<file path="src/rtl/axi4_lite_regfile_if.sv">
`default_nettype none
// ============================================================================
// Module      : axi4_lite_regfile_if
// Description : AXI4-Lite bus bundle for axi4_lite_regfile. Carries the five
//               channels (AW, W, B, AR, R). The master modport drives
//               requests and the slave modport drives READY/response signals.
// Parameters  : ADDR_W - address width, DATA_W - data width (32 or 64)
// Revision    : 1.0 - initial release
// ============================================================================
interface axi4_lite_regfile_if #(
    parameter int ADDR_W = 32,
    parameter int DATA_W = 32
);
    logic                  AWVALID;
    logic                  AWREADY;
    logic [ADDR_W-1:0]     AWADDR;
    logic [2:0]            AWPROT;
    logic                  WVALID;
    logic                  WREADY;
    logic [DATA_W-1:0]     WDATA;
    logic [DATA_W/8-1:0]   WSTRB;
    logic                  BVALID;
    logic                  BREADY;
    logic [1:0]            BRESP;
    logic                  ARVALID;
    logic                  ARREADY;
    logic [ADDR_W-1:0]     ARADDR;
    logic [2:0]            ARPROT;
    logic                  RVALID;
    logic                  RREADY;
    logic [DATA_W-1:0]     RDATA;
    logic [1:0]            RRESP;

    modport master (
        output AWVALID, AWADDR, AWPROT, WVALID, WDATA, WSTRB, BREADY,
               ARVALID, ARADDR, ARPROT, RREADY,
        input  AWREADY, WREADY, BVALID, BRESP, ARREADY, RVALID, RDATA, RRESP
    );

    modport slave (
        input  AWVALID, AWADDR, AWPROT, WVALID, WDATA, WSTRB, BREADY,
               ARVALID, ARADDR, ARPROT, RREADY,
        output AWREADY, WREADY, BVALID, BRESP, ARREADY, RVALID, RDATA, RRESP
    );
endinterface
`default_nettype wire

</file>
<file path="src/rtl/axi4_lite_regfile.sv">
`default_nettype none
// ============================================================================
// Module      : axi4_lite_regfile
// Description : AXI4-Lite slave register file of REG_N registers, DATA_W bits
//               each, with byte-strobed writes, a one-cycle write strobe per
//               register and a flat view of all register contents.
// Ports       : ACLK        - clock, rising edge
//               ARESETn     - synchronous active-low reset
//               s_axi       - AXI4-Lite slave bus (axi4_lite_regfile_if.slave)
//               regs_out    - register k at [k*DATA_W +: DATA_W]
//               wr_pulse    - one-cycle strobe per written register
// Config      : AXI4_LITE_REGFILE_SLVERR_EN - when defined, out-of-range
//               accesses answer SLVERR (2'b10) instead of OKAY.
// Revision    : 1.0 - initial release
// ============================================================================
module axi4_lite_regfile #(
    parameter int ADDR_W = 32,
    parameter int DATA_W = 32,
    parameter int REG_N  = 16
) (
    input  wire logic               ACLK,
    input  wire logic               ARESETn,
    axi4_lite_regfile_if.slave      s_axi,
    output logic [REG_N*DATA_W-1:0] regs_out,
    output logic [REG_N-1:0]        wr_pulse
);
    localparam int STRB_W = DATA_W / 8;
    localparam int OFS    = $clog2(STRB_W);
    localparam int IDX_W  = $clog2(REG_N);
    localparam int HI     = OFS + IDX_W;

    localparam logic [1:0] RESP_OKAY = 2'b00;
`ifdef AXI4_LITE_REGFILE_SLVERR_EN
    localparam logic [1:0] RESP_OOR  = 2'b10;
`else
    localparam logic [1:0] RESP_OOR  = 2'b00;
`endif

    typedef enum logic [1:0] {
        W_IDLE = 2'd0,
        W_EXEC = 2'd1,
        W_RESP = 2'd2
    } wstate_e;

    typedef enum logic {
        R_IDLE = 1'b0,
        R_DATA = 1'b1
    } rstate_e;

    wstate_e             wstate_q, wstate_d;
    logic                aw_got_q, aw_got_d;
    logic                w_got_q, w_got_d;
    logic [ADDR_W-1:0]   awaddr_q, awaddr_d;
    logic [DATA_W-1:0]   wdata_q, wdata_d;
    logic [STRB_W-1:0]   wstrb_q, wstrb_d;
    logic                awready_q, awready_d;
    logic                wready_q, wready_d;
    logic                bvalid_q, bvalid_d;
    logic [1:0]          bresp_q, bresp_d;
    logic [REG_N-1:0]    wr_pulse_q, wr_pulse_d;
    logic [DATA_W-1:0]   regs_q [REG_N];
    logic [DATA_W-1:0]   regs_d [REG_N];

    rstate_e             rstate_q, rstate_d;
    logic                arready_q, arready_d;
    logic                rvalid_q, rvalid_d;
    logic [DATA_W-1:0]   rdata_q, rdata_d;
    logic [1:0]          rresp_q, rresp_d;

    // Once AW is captured the held address is the one in force; before that
    // the live bus address is the one that may be captured this cycle. This
    // lets the write strobe be registered on the edge entering W_EXEC.
    logic [ADDR_W-1:0]   w_awaddr_sel;
    logic [IDX_W-1:0]    w_aw_idx;
    logic                w_aw_oor;
    logic [IDX_W-1:0]    w_ar_idx;
    logic                w_ar_oor;
    logic                w_unused_prot;

    assign w_awaddr_sel  = aw_got_q ? awaddr_q : s_axi.AWADDR;
    assign w_aw_idx      = w_awaddr_sel[OFS +: IDX_W];
    assign w_aw_oor      = |(w_awaddr_sel >> HI);
    assign w_ar_idx      = s_axi.ARADDR[OFS +: IDX_W];
    assign w_ar_oor      = |(s_axi.ARADDR >> HI);
    assign w_unused_prot = ^{s_axi.AWPROT, s_axi.ARPROT};

    // Write channel next-state
    always_comb begin
        wstate_d   = wstate_q;
        aw_got_d   = aw_got_q;
        w_got_d    = w_got_q;
        awaddr_d   = awaddr_q;
        wdata_d    = wdata_q;
        wstrb_d    = wstrb_q;
        awready_d  = awready_q;
        wready_d   = wready_q;
        bvalid_d   = bvalid_q;
        bresp_d    = bresp_q;
        wr_pulse_d = '0;
        regs_d     = regs_q;

        case (wstate_q)
            W_IDLE: begin
                if (s_axi.AWVALID && awready_q) begin
                    aw_got_d = 1'b1;
                    awaddr_d = s_axi.AWADDR;
                end
                if (s_axi.WVALID && wready_q) begin
                    w_got_d = 1'b1;
                    wdata_d = s_axi.WDATA;
                    wstrb_d = s_axi.WSTRB;
                end
                awready_d = !aw_got_d;
                wready_d  = !w_got_d;
                if (aw_got_d && w_got_d) begin
                    wstate_d = W_EXEC;
                    if (!w_aw_oor) begin
                        wr_pulse_d[w_aw_idx] = 1'b1;
                    end
                end
            end
            W_EXEC: begin
                if (!w_aw_oor) begin
                    for (int i = 0; i < STRB_W; i++) begin
                        if (wstrb_q[i]) begin
                            regs_d[w_aw_idx][8*i +: 8] = wdata_q[8*i +: 8];
                        end
                    end
                end
                bvalid_d = 1'b1;
                bresp_d  = w_aw_oor ? RESP_OOR : RESP_OKAY;
                wstate_d = W_RESP;
            end
            W_RESP: begin
                if (s_axi.BREADY) begin
                    bvalid_d  = 1'b0;
                    aw_got_d  = 1'b0;
                    w_got_d   = 1'b0;
                    awready_d = 1'b1;
                    wready_d  = 1'b1;
                    wstate_d  = W_IDLE;
                end
            end
            default: begin
                wstate_d = W_IDLE;
            end
        endcase
    end

    // Read channel next-state; RDATA samples regs_q, so a read accepted on
    // the W_EXEC edge returns the value from before that write.
    always_comb begin
        rstate_d  = rstate_q;
        arready_d = arready_q;
        rvalid_d  = rvalid_q;
        rdata_d   = rdata_q;
        rresp_d   = rresp_q;

        case (rstate_q)
            R_IDLE: begin
                arready_d = 1'b1;
                if (s_axi.ARVALID && arready_q) begin
                    arready_d = 1'b0;
                    rvalid_d  = 1'b1;
                    rstate_d  = R_DATA;
                    if (w_ar_oor) begin
                        rdata_d = '0;
                        rresp_d = RESP_OOR;
                    end else begin
                        rdata_d = regs_q[w_ar_idx];
                        rresp_d = RESP_OKAY;
                    end
                end
            end
            R_DATA: begin
                if (s_axi.RREADY) begin
                    rvalid_d  = 1'b0;
                    arready_d = 1'b1;
                    rstate_d  = R_IDLE;
                end
            end
            default: begin
                rstate_d = R_IDLE;
            end
        endcase
    end

    always_ff @(posedge ACLK) begin
        if (!ARESETn) begin
            wstate_q   <= W_IDLE;
            aw_got_q   <= 1'b0;
            w_got_q    <= 1'b0;
            awaddr_q   <= '0;
            wdata_q    <= '0;
            wstrb_q    <= '0;
            awready_q  <= 1'b0;
            wready_q   <= 1'b0;
            bvalid_q   <= 1'b0;
            bresp_q    <= 2'b00;
            wr_pulse_q <= '0;
            for (int k = 0; k < REG_N; k++) begin
                regs_q[k] <= '0;
            end
            rstate_q   <= R_IDLE;
            arready_q  <= 1'b0;
            rvalid_q   <= 1'b0;
            rdata_q    <= '0;
            rresp_q    <= 2'b00;
        end else begin
            wstate_q   <= wstate_d;
            aw_got_q   <= aw_got_d;
            w_got_q    <= w_got_d;
            awaddr_q   <= awaddr_d;
            wdata_q    <= wdata_d;
            wstrb_q    <= wstrb_d;
            awready_q  <= awready_d;
            wready_q   <= wready_d;
            bvalid_q   <= bvalid_d;
            bresp_q    <= bresp_d;
            wr_pulse_q <= wr_pulse_d;
            regs_q     <= regs_d;
            rstate_q   <= rstate_d;
            arready_q  <= arready_d;
            rvalid_q   <= rvalid_d;
            rdata_q    <= rdata_d;
            rresp_q    <= rresp_d;
        end
    end

    assign s_axi.AWREADY = awready_q;
    assign s_axi.WREADY  = wready_q;
    assign s_axi.BVALID  = bvalid_q;
    assign s_axi.BRESP   = bresp_q;
    assign s_axi.ARREADY = arready_q;
    assign s_axi.RVALID  = rvalid_q;
    assign s_axi.RDATA   = rdata_q;
    assign s_axi.RRESP   = rresp_q;
    assign wr_pulse      = wr_pulse_q;

    generate
        for (genvar k = 0; k < REG_N; k++) begin : g_regs_out
            assign regs_out[k*DATA_W +: DATA_W] = regs_q[k];
        end
    endgenerate
endmodule
`default_nettype wire

</file>
<file path="src/flat_wrapper.sv">
// flat-port wrapper written by rule: the top's interface ports become plain ports
module axi4_lite_regfile_flat 
#(
    parameter int ADDR_W = 32,
    parameter int DATA_W = 32,
    parameter int REG_N  = 16
)
  (ACLK, ARESETn, regs_out, wr_pulse, s_axi_AWVALID, s_axi_AWADDR, s_axi_AWPROT, s_axi_WVALID, s_axi_WDATA, s_axi_WSTRB, s_axi_BREADY, s_axi_ARVALID, s_axi_ARADDR, s_axi_ARPROT, s_axi_RREADY, s_axi_AWREADY, s_axi_WREADY, s_axi_BVALID, s_axi_BRESP, s_axi_ARREADY, s_axi_RVALID, s_axi_RDATA, s_axi_RRESP);
  axi4_lite_regfile_if #(.ADDR_W(ADDR_W), .DATA_W(DATA_W)) s_axi_i ();
  input  wire logic ACLK;
  input  wire logic ARESETn;
  output logic [REG_N*DATA_W-1:0] regs_out;
  output logic [REG_N-1:0] wr_pulse;
  input wire logic [$bits(s_axi_i.AWVALID)-1:0] s_axi_AWVALID;
  input wire logic [$bits(s_axi_i.AWADDR)-1:0] s_axi_AWADDR;
  input wire logic [$bits(s_axi_i.AWPROT)-1:0] s_axi_AWPROT;
  input wire logic [$bits(s_axi_i.WVALID)-1:0] s_axi_WVALID;
  input wire logic [$bits(s_axi_i.WDATA)-1:0] s_axi_WDATA;
  input wire logic [$bits(s_axi_i.WSTRB)-1:0] s_axi_WSTRB;
  input wire logic [$bits(s_axi_i.BREADY)-1:0] s_axi_BREADY;
  input wire logic [$bits(s_axi_i.ARVALID)-1:0] s_axi_ARVALID;
  input wire logic [$bits(s_axi_i.ARADDR)-1:0] s_axi_ARADDR;
  input wire logic [$bits(s_axi_i.ARPROT)-1:0] s_axi_ARPROT;
  input wire logic [$bits(s_axi_i.RREADY)-1:0] s_axi_RREADY;
  output wire logic [$bits(s_axi_i.AWREADY)-1:0] s_axi_AWREADY;
  output wire logic [$bits(s_axi_i.WREADY)-1:0] s_axi_WREADY;
  output wire logic [$bits(s_axi_i.BVALID)-1:0] s_axi_BVALID;
  output wire logic [$bits(s_axi_i.BRESP)-1:0] s_axi_BRESP;
  output wire logic [$bits(s_axi_i.ARREADY)-1:0] s_axi_ARREADY;
  output wire logic [$bits(s_axi_i.RVALID)-1:0] s_axi_RVALID;
  output wire logic [$bits(s_axi_i.RDATA)-1:0] s_axi_RDATA;
  output wire logic [$bits(s_axi_i.RRESP)-1:0] s_axi_RRESP;
  assign s_axi_i.AWVALID = s_axi_AWVALID;
  assign s_axi_i.AWADDR = s_axi_AWADDR;
  assign s_axi_i.AWPROT = s_axi_AWPROT;
  assign s_axi_i.WVALID = s_axi_WVALID;
  assign s_axi_i.WDATA = s_axi_WDATA;
  assign s_axi_i.WSTRB = s_axi_WSTRB;
  assign s_axi_i.BREADY = s_axi_BREADY;
  assign s_axi_i.ARVALID = s_axi_ARVALID;
  assign s_axi_i.ARADDR = s_axi_ARADDR;
  assign s_axi_i.ARPROT = s_axi_ARPROT;
  assign s_axi_i.RREADY = s_axi_RREADY;
  assign s_axi_AWREADY = s_axi_i.AWREADY;
  assign s_axi_WREADY = s_axi_i.WREADY;
  assign s_axi_BVALID = s_axi_i.BVALID;
  assign s_axi_BRESP = s_axi_i.BRESP;
  assign s_axi_ARREADY = s_axi_i.ARREADY;
  assign s_axi_RVALID = s_axi_i.RVALID;
  assign s_axi_RDATA = s_axi_i.RDATA;
  assign s_axi_RRESP = s_axi_i.RRESP;
  axi4_lite_regfile #(.ADDR_W(ADDR_W), .DATA_W(DATA_W), .REG_N(REG_N)) u_core (.ACLK(ACLK), .ARESETn(ARESETn), .s_axi(s_axi_i), .regs_out(regs_out), .wr_pulse(wr_pulse));
endmodule
</file>
<file path="config.mk">
export PLATFORM = sky130hd
export DESIGN_NAME = axi4_lite_regfile_flat
export DESIGN_NICKNAME = d
export VERILOG_FILES = /design/src/rtl/axi4_lite_regfile_if.sv /design/src/rtl/axi4_lite_regfile.sv /design/src/flat_wrapper.sv
export SDC_FILE = /design/constraint.sdc
export NUM_CORES = 1
export LEC_CHECK = 0
export CORE_MARGIN = 2
export CORE_UTILIZATION = 40
export CTS_BUF_LIST = sky130_fd_sc_hd__clkbuf_2
export CTS_CLUSTER_DIAMETER = 30
export CTS_CLUSTER_SIZE = 16
export DETAILED_ROUTE_END_ITERATION = 10
export PLACE_DENSITY = 0.67
export SYNTH_ARGS = -nofsm -noshare
export SYNTH_HDL_FRONTEND = slang
export SYNTH_SLANG_ARGS = --single-unit
</file>
<file path="constraint.sdc">
create_clock -name ACLK -period 5.75 [get_ports ACLK]
set_input_delay 1.15 -clock ACLK [delete_from_list [all_inputs] [get_ports ACLK]]
set_output_delay 1.15 -clock ACLK [all_outputs]
set_load 0.05 [all_outputs]
</file>
== Word level (Yosys, flattened, before mapping) ==
Cells that the tools add are included.
Widths: inputs -> output; s select.
Operators by class
  magnitude comparators: 5
  eq/ne operators: 6
  bitwise logic cells: 7
  reduce and logical (&&, ||, !) cells: 22
  muxes and demuxes: 52
Operators with widths (number)
  $mux 512: 10
  $bwmux 512: 4
  $demux 32 s4: 4
  $mux 32: 5
  $bmux 32 s4: 1
  $reduce_or 26->1: 2
  $reduce_or 29->1: 1
  $mux 24: 1
  $mux 16: 1
  $pmux 1 s2: 8
  $reduce_and 2->1: 8
  $mux 1: 13
  $ge 5x5->1 const B: 2
  $not 4->5: 2
  $mux 8: 1
  $logic_and 1x1->1: 6
  $pmux 2 s3: 1
  $lt 4x5->1 const B: 1
  $lt 5x1->1 const B: 1
  $not 1->1: 5
  $demux 1 s4: 1
  $ge 4x1->1 const B: 1
  $mux 2: 2
  $ne 2x1->1 const B: 2
  6 further kinds: 9
Storage, ports and cells
  input bits: 113
  output and inout bits: 569
  logic and storage cells: 122
  register bits: 638

== Depth between registers and ports, before layout ==
  depth after elaboration: 20
  depth in mapped cells: 8

== Worst setup path after synthesis ==
No wires, ideal clock.
  path kind: input port to flip-flop
  from: input s_axi_ARADDR[2]
  to: register u_core.rdata_q[10] (netlist: u_core.s_axi.RDATA[10])
  stages: 8
  arrival: 3030 ps
  required time: 5633 ps
  setup slack: 2603 ps
  path buffers: 4
  cells stage by stage: buf_2 buf_2 buf_2 buf_1 mux4_2 a211oi_1 a21oi_1 a22o_1
On the way
  longest elaborated chain between the ends: 5
Ends and longest elaborated chain
  start, declared: line flat_wrapper.sv:22  | input wire logic [$bits(s_axi_i.ARADDR)-1:0] s_axi_ARADDR;
  $not 4->5 (implied by the code): line axi4_lite_regfile.sv:170  | rdata_d = regs_q[w_ar_idx];
  $bmux 32 s4: line axi4_lite_regfile.sv:170
  $mux 32 (implied by the code) (2 in a row): line axi4_lite_regfile.sv:170
  $mux 32: line axi4_lite_regfile.sv:166  | if (w_ar_oor) begin
  end signal, assigned: line axi4_lite_regfile.sv:225  | rdata_q <= rdata_d;
  end, declared: line axi4_lite_regfile.sv:67  | logic [DATA_W-1:0] rdata_q, rdata_d;
No other way between the ends. The select of a mux whose other input is x is not followed.
A chain may end at the register's enable or synchronous reset.

== Final worst setup path ==
  from: register u_core.aw_got_q
  to: register u_core.regs_q, in the netlist u_core.regs_out[485]
On the way
  longest elaborated chain between the ends: 20
  elaborated cells between the ends (all ways): 27
  those cells by class: order compare: 2; mux: 20; bitwise: 2; reduce/logical: 3
Ends and longest elaborated chain
  start, declared: line axi4_lite_regfile.sv:51  | logic aw_got_q, aw_got_d;
  start signal, assigned: line axi4_lite_regfile.sv:211  | aw_got_q <= aw_got_d;
  $mux 32 (*): line axi4_lite_regfile.sv:80  | assign w_awaddr_sel = aw_got_q ? awaddr_q : s_axi.AWADDR;
  $not 4->5 (implied by the code): line axi4_lite_regfile.sv:126  | regs_d[w_aw_idx][8*i +: 8] = wdata_q[8*i +: 8];
  $ge 5x5->1 (implied by the code) / $lt 5x1->1 (equally long branches): line axi4_lite_regfile.sv:126
  $logic_and 1x1->1 (implied by the code): line axi4_lite_regfile.sv:126
  $mux 8 (implied by the code): line axi4_lite_regfile.sv:126
  $demux 32 s4: line axi4_lite_regfile.sv:126
  $bwmux 512: line axi4_lite_regfile.sv:126
  $mux 512: line axi4_lite_regfile.sv:125  | if (wstrb_q[i]) begin
  [... 4 more ...]
  $mux 512: line axi4_lite_regfile.sv:123  | if (!w_aw_oor) begin
  $mux 512: line axi4_lite_regfile.sv:102  | case (wstate_q)
  $bwmux 512: line axi4_lite_regfile.sv:126
  $mux 512: line axi4_lite_regfile.sv:125
  $mux 512: line axi4_lite_regfile.sv:123
  $mux 512: line axi4_lite_regfile.sv:102
  $bwmux 512: line axi4_lite_regfile.sv:126
  $mux 512: line axi4_lite_regfile.sv:125
  end signal, assigned: line axi4_lite_regfile.sv:221  | regs_q <= regs_d;
  end, declared: line axi4_lite_regfile.sv:61  | logic [DATA_W-1:0] regs_q [REG_N];
Every way passes the cells marked *; elsewhere a longest branch is shown, timed or not. The select of a mux whose other input is x is not followed.

==> impl_metrics.py <==
metrics = {
    "clocking": {
        "clk_latency_ns": 1.32,
        "cts_buffer_depth": 3,
        "tritoncts": "yes",
        "clkTransAtPathRegs_ns": 0.15,
        "clock_tree.htree_level_count": 4,
        "cts_inserted_buffers": 146,
        "cts.sink_count": 636,
        "post-cts-setup-buffer-count": 0,
        "post_cts_resize_count": 0,
        "post_cts_hold_buffer_count": 0,
        "clock-root-buffer": "sky130_fd_sc_hd__clkbuf_2",
    },
    "floorplan": {
        "die_y_um": 265,
        "top_level_ports": 682,
        "core_area_um2": 67300,
        "num_rows": 95,
        "initial_utilization": 0.404,
        "dieArea_um2": 70100,
        "die_w_um": 265,
    },
    "sta": {
        "setup_tns_ns": 0,
        "post-route-period-util": 0.698,
        "period_minus_ws_final_ns": 4.02,
        "max_slew.worst_pin.slew_ns": 1.23,
        "finalSetupViolations": 0,
        "unrepaired_setup_endpoints_after_global_routing": "false",
        "final-max-slew-violation-count": 0,
        "maxSlewHeadroom": 0.178,
        "timing.hold.ws_ns": 0.303,
        "fmaxAchievable_mhz": 249,
        "fin_skew_ns": 0.135,
        "hold_violations": 0,
        "min_setup_slack_post_route_ns": 1.73,
    },
    "cells_and_area": {
        "stdcell_count": 4235,
        "nNetsFinal": 3346,
        "areaGrowthSynthToFinish_pct": 34.5,
        "layout-drive-gt1-share": 0.141,
    },
    "route": {
        "first_drt_iteration_drcs": 1977,
        "drt.antenna.violating_nets": 0,
        "drt_drc_violations_left": 0,
        "wl_cell_um": 24.4,
        "routed-via-count": 23200,
        "detailed_route_vias_per_instance": 5.48,
        "detail_route.first_pass.iterations": 6,
        "routed_wire_length_um": 103000,
    },
    "worst_setup_path": {
        "cp_num_buf_inv": 1,
        "rr_endpoint": "u_core.regs_out[485]$_SDFFE_PN0P_",
        "critical_path_peak_fanout": 27,
        "r2r.worst_path.cells": 6,
        "endpoint_kind": "register",
        "library_cell_contributing_the_largest_single_delay_on_the_critical_path": "sky130_fd_sc_hd__dfxtp_1",
        "crit-reg2reg-launch": "u_core.aw_got_q$_SDFFE_PN0P_",
        "cpPeakStageDelay_ns": 0.99,
        "worst-endpoint-required_ns": 6.92,
        "worstPathArrival_ns": 5.19,
        "critical_path.cell_chain": "nor4b_1 -> nand4_1 -> a221oi_4 -> buf_4 -> and3_1 -> mux2i_1",
        "critical_path.top_delay_family": "simple AND/OR/NAND/NOR gates",
        "cp-start-kind": "register",
        "setup.worst_path.class": "reg -> reg",
        "reg2reg_slack_ns": 1.73,
    },
    "synth": {
        "synth.yosys.warnings": 0,
        "ys_seq_elements": 636,
        "async_flop_share": 0,
        "ys.flop_type": "sky130_fd_sc_hd__dfxtp_1",
        "synth.yosys.seq_area_share": 0.468,
        "synth.distinct_cells": 46,
        "synth_edf_count": 0,
        "synthesis.area_per_instance_um2": 10.5,
        "syn_inst": 2578,
        "netlist_area_um2": 27200,
    },
    "hold_path": {
        "holdCritPathClass": "in -> reg",
        "holdPathStages": 3,
        "whs_endpoint": "u_core.s_axi.RDATA[4]$_SDFFE_PN0P_",
        "hold_path.startpoint": "s_axi_ARADDR[4]",
    },
    "pwr": {
        "share_of_total_power_in_sequential_cells": 0.492,
        "power_density_nw_per_um2": 248,
        "p_clk_frac": 0.446,
        "ir_drop_v": 0.000163,
        "design_power_total_mw": 9.09,
        "switch_share": 0.268,
        "power.combinational.fraction": 0.061,
        "cell_internal_pwr_mw": 6.66,
        "total_leakage_power_nw": 15.7,
        "netSwitchingPower_mw": 2.43,
    },
    "global_route": {
        "number_of_antenna_violations_at_the_first_check_in_global_routing": 15,
        "grt_start_max_net_pins": 123,
        "first_global_vias": 23100,
        "first_pass_grt_wire_length_um": 150000,
        "grt_usage": 0.287,
        "globalRouteOverflowTotal": 0,
    },
    "place": {
        "final_estimated_routing_congestion_in_global_placement": 0.889,
        "dp_cells": 3958,
        "pre_cts_ws_ns": 1.21,
        "dp_hpwl_um": 72500,
        "total_of_buffers_placed_on_input_and_output_ports": 667,
    },
    "job": {
        "cap_viol_max_count": 0,
    },
    "run_status": {
        "status": "finished clean",
    },
}
-- power groups by stage --
stage / clock [mW] / combinational, mW / sequential (mW)
3_3_place_gp: 0 / 0.550 / 4.57
6_report: 4.06 / 0.558 / 4.47
2_1_floorplan: 0 / 0.337 / 4.57
5_1_grt: 4.35 / 0.598 / 4.48
3_5_place_dp: 0 / 0.560 / 4.57
4_1_cts: 4.15 / 0.561 / 4.47
-- flip-flops by register name (all words and copies together), names as in the netlist --
signal,count
u_core.wstrb_q,4
u_core.s_axi.AWREADY,1
u_core.s_axi.WREADY,1
u_core.wdata_q,32
u_core.s_axi.RVALID,1
u_core.s_axi.ARREADY,1
u_core.aw_got_q,1
u_core.wstate_q,2
u_core.regs_out,512
u_core.s_axi.BVALID,1
u_core.rstate_q,1
u_core.s_axi.RDATA,32
u_core.wr_pulse,16
u_core.w_got_q,1
u_core.awaddr_q,30
-- layout by cell type (no fill, tap or decap), types with 13 or more instances in the layout --
| master | n |
|---|---|
| sky130_fd_sc_hd__a211oi_1 | 33 |
| sky130_fd_sc_hd__a21boi_0 | 69 |
| sky130_fd_sc_hd__a21oi_1 | 37 |
| sky130_fd_sc_hd__a22o_1 | 32 |
| sky130_fd_sc_hd__buf_4 | 24 |
| sky130_fd_sc_hd__bufinv_16 | 25 |
| sky130_fd_sc_hd__clkbuf_2 | 170 |
| sky130_fd_sc_hd__clkdlybuf4s50_1 | 662 |
| sky130_fd_sc_hd__clkinv_1 | 17 |
| sky130_fd_sc_hd__clkinv_2 | 26 |
| sky130_fd_sc_hd__dfxtp_1 | 636 |
| sky130_fd_sc_hd__mux2i_1 | 544 |
| sky130_fd_sc_hd__mux4_2 | 128 |
| sky130_fd_sc_hd__nand2_1 | 691 |
| sky130_fd_sc_hd__nand3_2 | 48 |
| sky130_fd_sc_hd__nor2_1 | 43 |
| sky130_fd_sc_hd__nor2b_1 | 33 |
| sky130_fd_sc_hd__nor4_1 | 13 |
-- tightest hold or removal path: cells and delay by family --
family,cells,cell delay [ns]
buf+inv,1,0.15
compound gates,2,0.26
-- metal layers --
metal  up-vias  GRT usage  wire length (µm)
li1      10400          -                 -
met1     11500      0.333             39700
met2      1023      0.489             50800
met3       251     0.0814              8410
met4         6      0.135              4410
met5         -          0                38
-- worst max-delay path by stage --
stage	startpoint	end	slack (ns)	cells after the start
2_1_floorplan	s_axi_ARADDR[2]	u_core.s_axi.RDATA[10]$_SDFFE_PN0P_	2.60	8
3_3_place_gp	s_axi_AWADDR[15]	u_core.regs_out[506]$_SDFFE_PN0P_	1.29	7
3_5_place_dp	s_axi_AWADDR[15]	u_core.regs_out[509]$_SDFFE_PN0P_	1.21	7
4_1_cts	u_core.aw_got_q$_SDFFE_PN0P_	u_core.regs_out[229]$_SDFFE_PN0P_	1.73	6
5_1_grt	u_core.aw_got_q$_SDFFE_PN0P_	u_core.regs_out[226]$_SDFFE_PN0P_	1.48	6
6_report	u_core.aw_got_q$_SDFFE_PN0P_	u_core.regs_out[485]$_SDFFE_PN0P_	1.73	6
-- kinds of logic after synthesis --
kind of cell | after synthesis | synth area share
AO/OA/AOI/OAI | 191 | 0.0511
buffers and inverters | 194 | 0.0291
flip-flops | 636 | 0.468
multiplexers | 672 | 0.306
other | 1 | 0.000138
AND/OR/NAND/NOR | 884 | 0.145
-- Yosys cell counts (3+ instances only) --
library cell               count  area, µm²
sky130_fd_sc_hd__nand2b_1      6       37.5
sky130_fd_sc_hd__nor3b_1       4       30.0
sky130_fd_sc_hd__nand4_1       3       18.8
sky130_fd_sc_hd__and3_1        6       37.5
sky130_fd_sc_hd__nor3_1        5       25.0
sky130_fd_sc_hd__dfxtp_1     636      12700
sky130_fd_sc_hd__a211oi_1     33        248
sky130_fd_sc_hd__clkbuf_1    149        559
sky130_fd_sc_hd__mux2i_1     544       5450
sky130_fd_sc_hd__nand2_1     691       2590
sky130_fd_sc_hd__a21boi_0     69        518
sky130_fd_sc_hd__nand3_4       6        105
sky130_fd_sc_hd__nor4b_1       4       35.0
sky130_fd_sc_hd__mux4_2      128       2880
sky130_fd_sc_hd__and3b_1       3       26.3
sky130_fd_sc_hd__a22o_1       32        280
sky130_fd_sc_hd__a21oi_1      38        190
sky130_fd_sc_hd__nor4_1       13       81.3
sky130_fd_sc_hd__nand3_2      47        470
sky130_fd_sc_hd__buf_4         6       45.0
sky130_fd_sc_hd__buf_2        27        135
sky130_fd_sc_hd__nand3_1      10       50.1
sky130_fd_sc_hd__buf_1         8       30.0
sky130_fd_sc_hd__nor2b_1      33        206
sky130_fd_sc_hd__nand3b_1      3       22.5
sky130_fd_sc_hd__o21ai_0       4       20.0
sky130_fd_sc_hd__nor2_1       44        165
sky130_fd_sc_hd__inv_1         3       11.3
-- per-stage QoR --
step	util	instance area, µm²
floorplan	-	27200
global placement	0.514	34500
detailed placement	0.514	34500
CTS	0.543	36500
global route	0.544	36600
finish	0.544	36600
-- cell type report --
cell class / instances / area (µm²)
well taps: 873 / 1090
clock inverters: 95 / 1150
repair buffers: 695 / 6970
inverters: 3 / 11.3
fillers: 5805 / 30700
diodes: 12 / 30.0
multi-input cells: 1751 / 13700
clock buffers: 170 / 851
flip-flops and latches: 636 / 12700
Power figures use the tool's default switching activity.
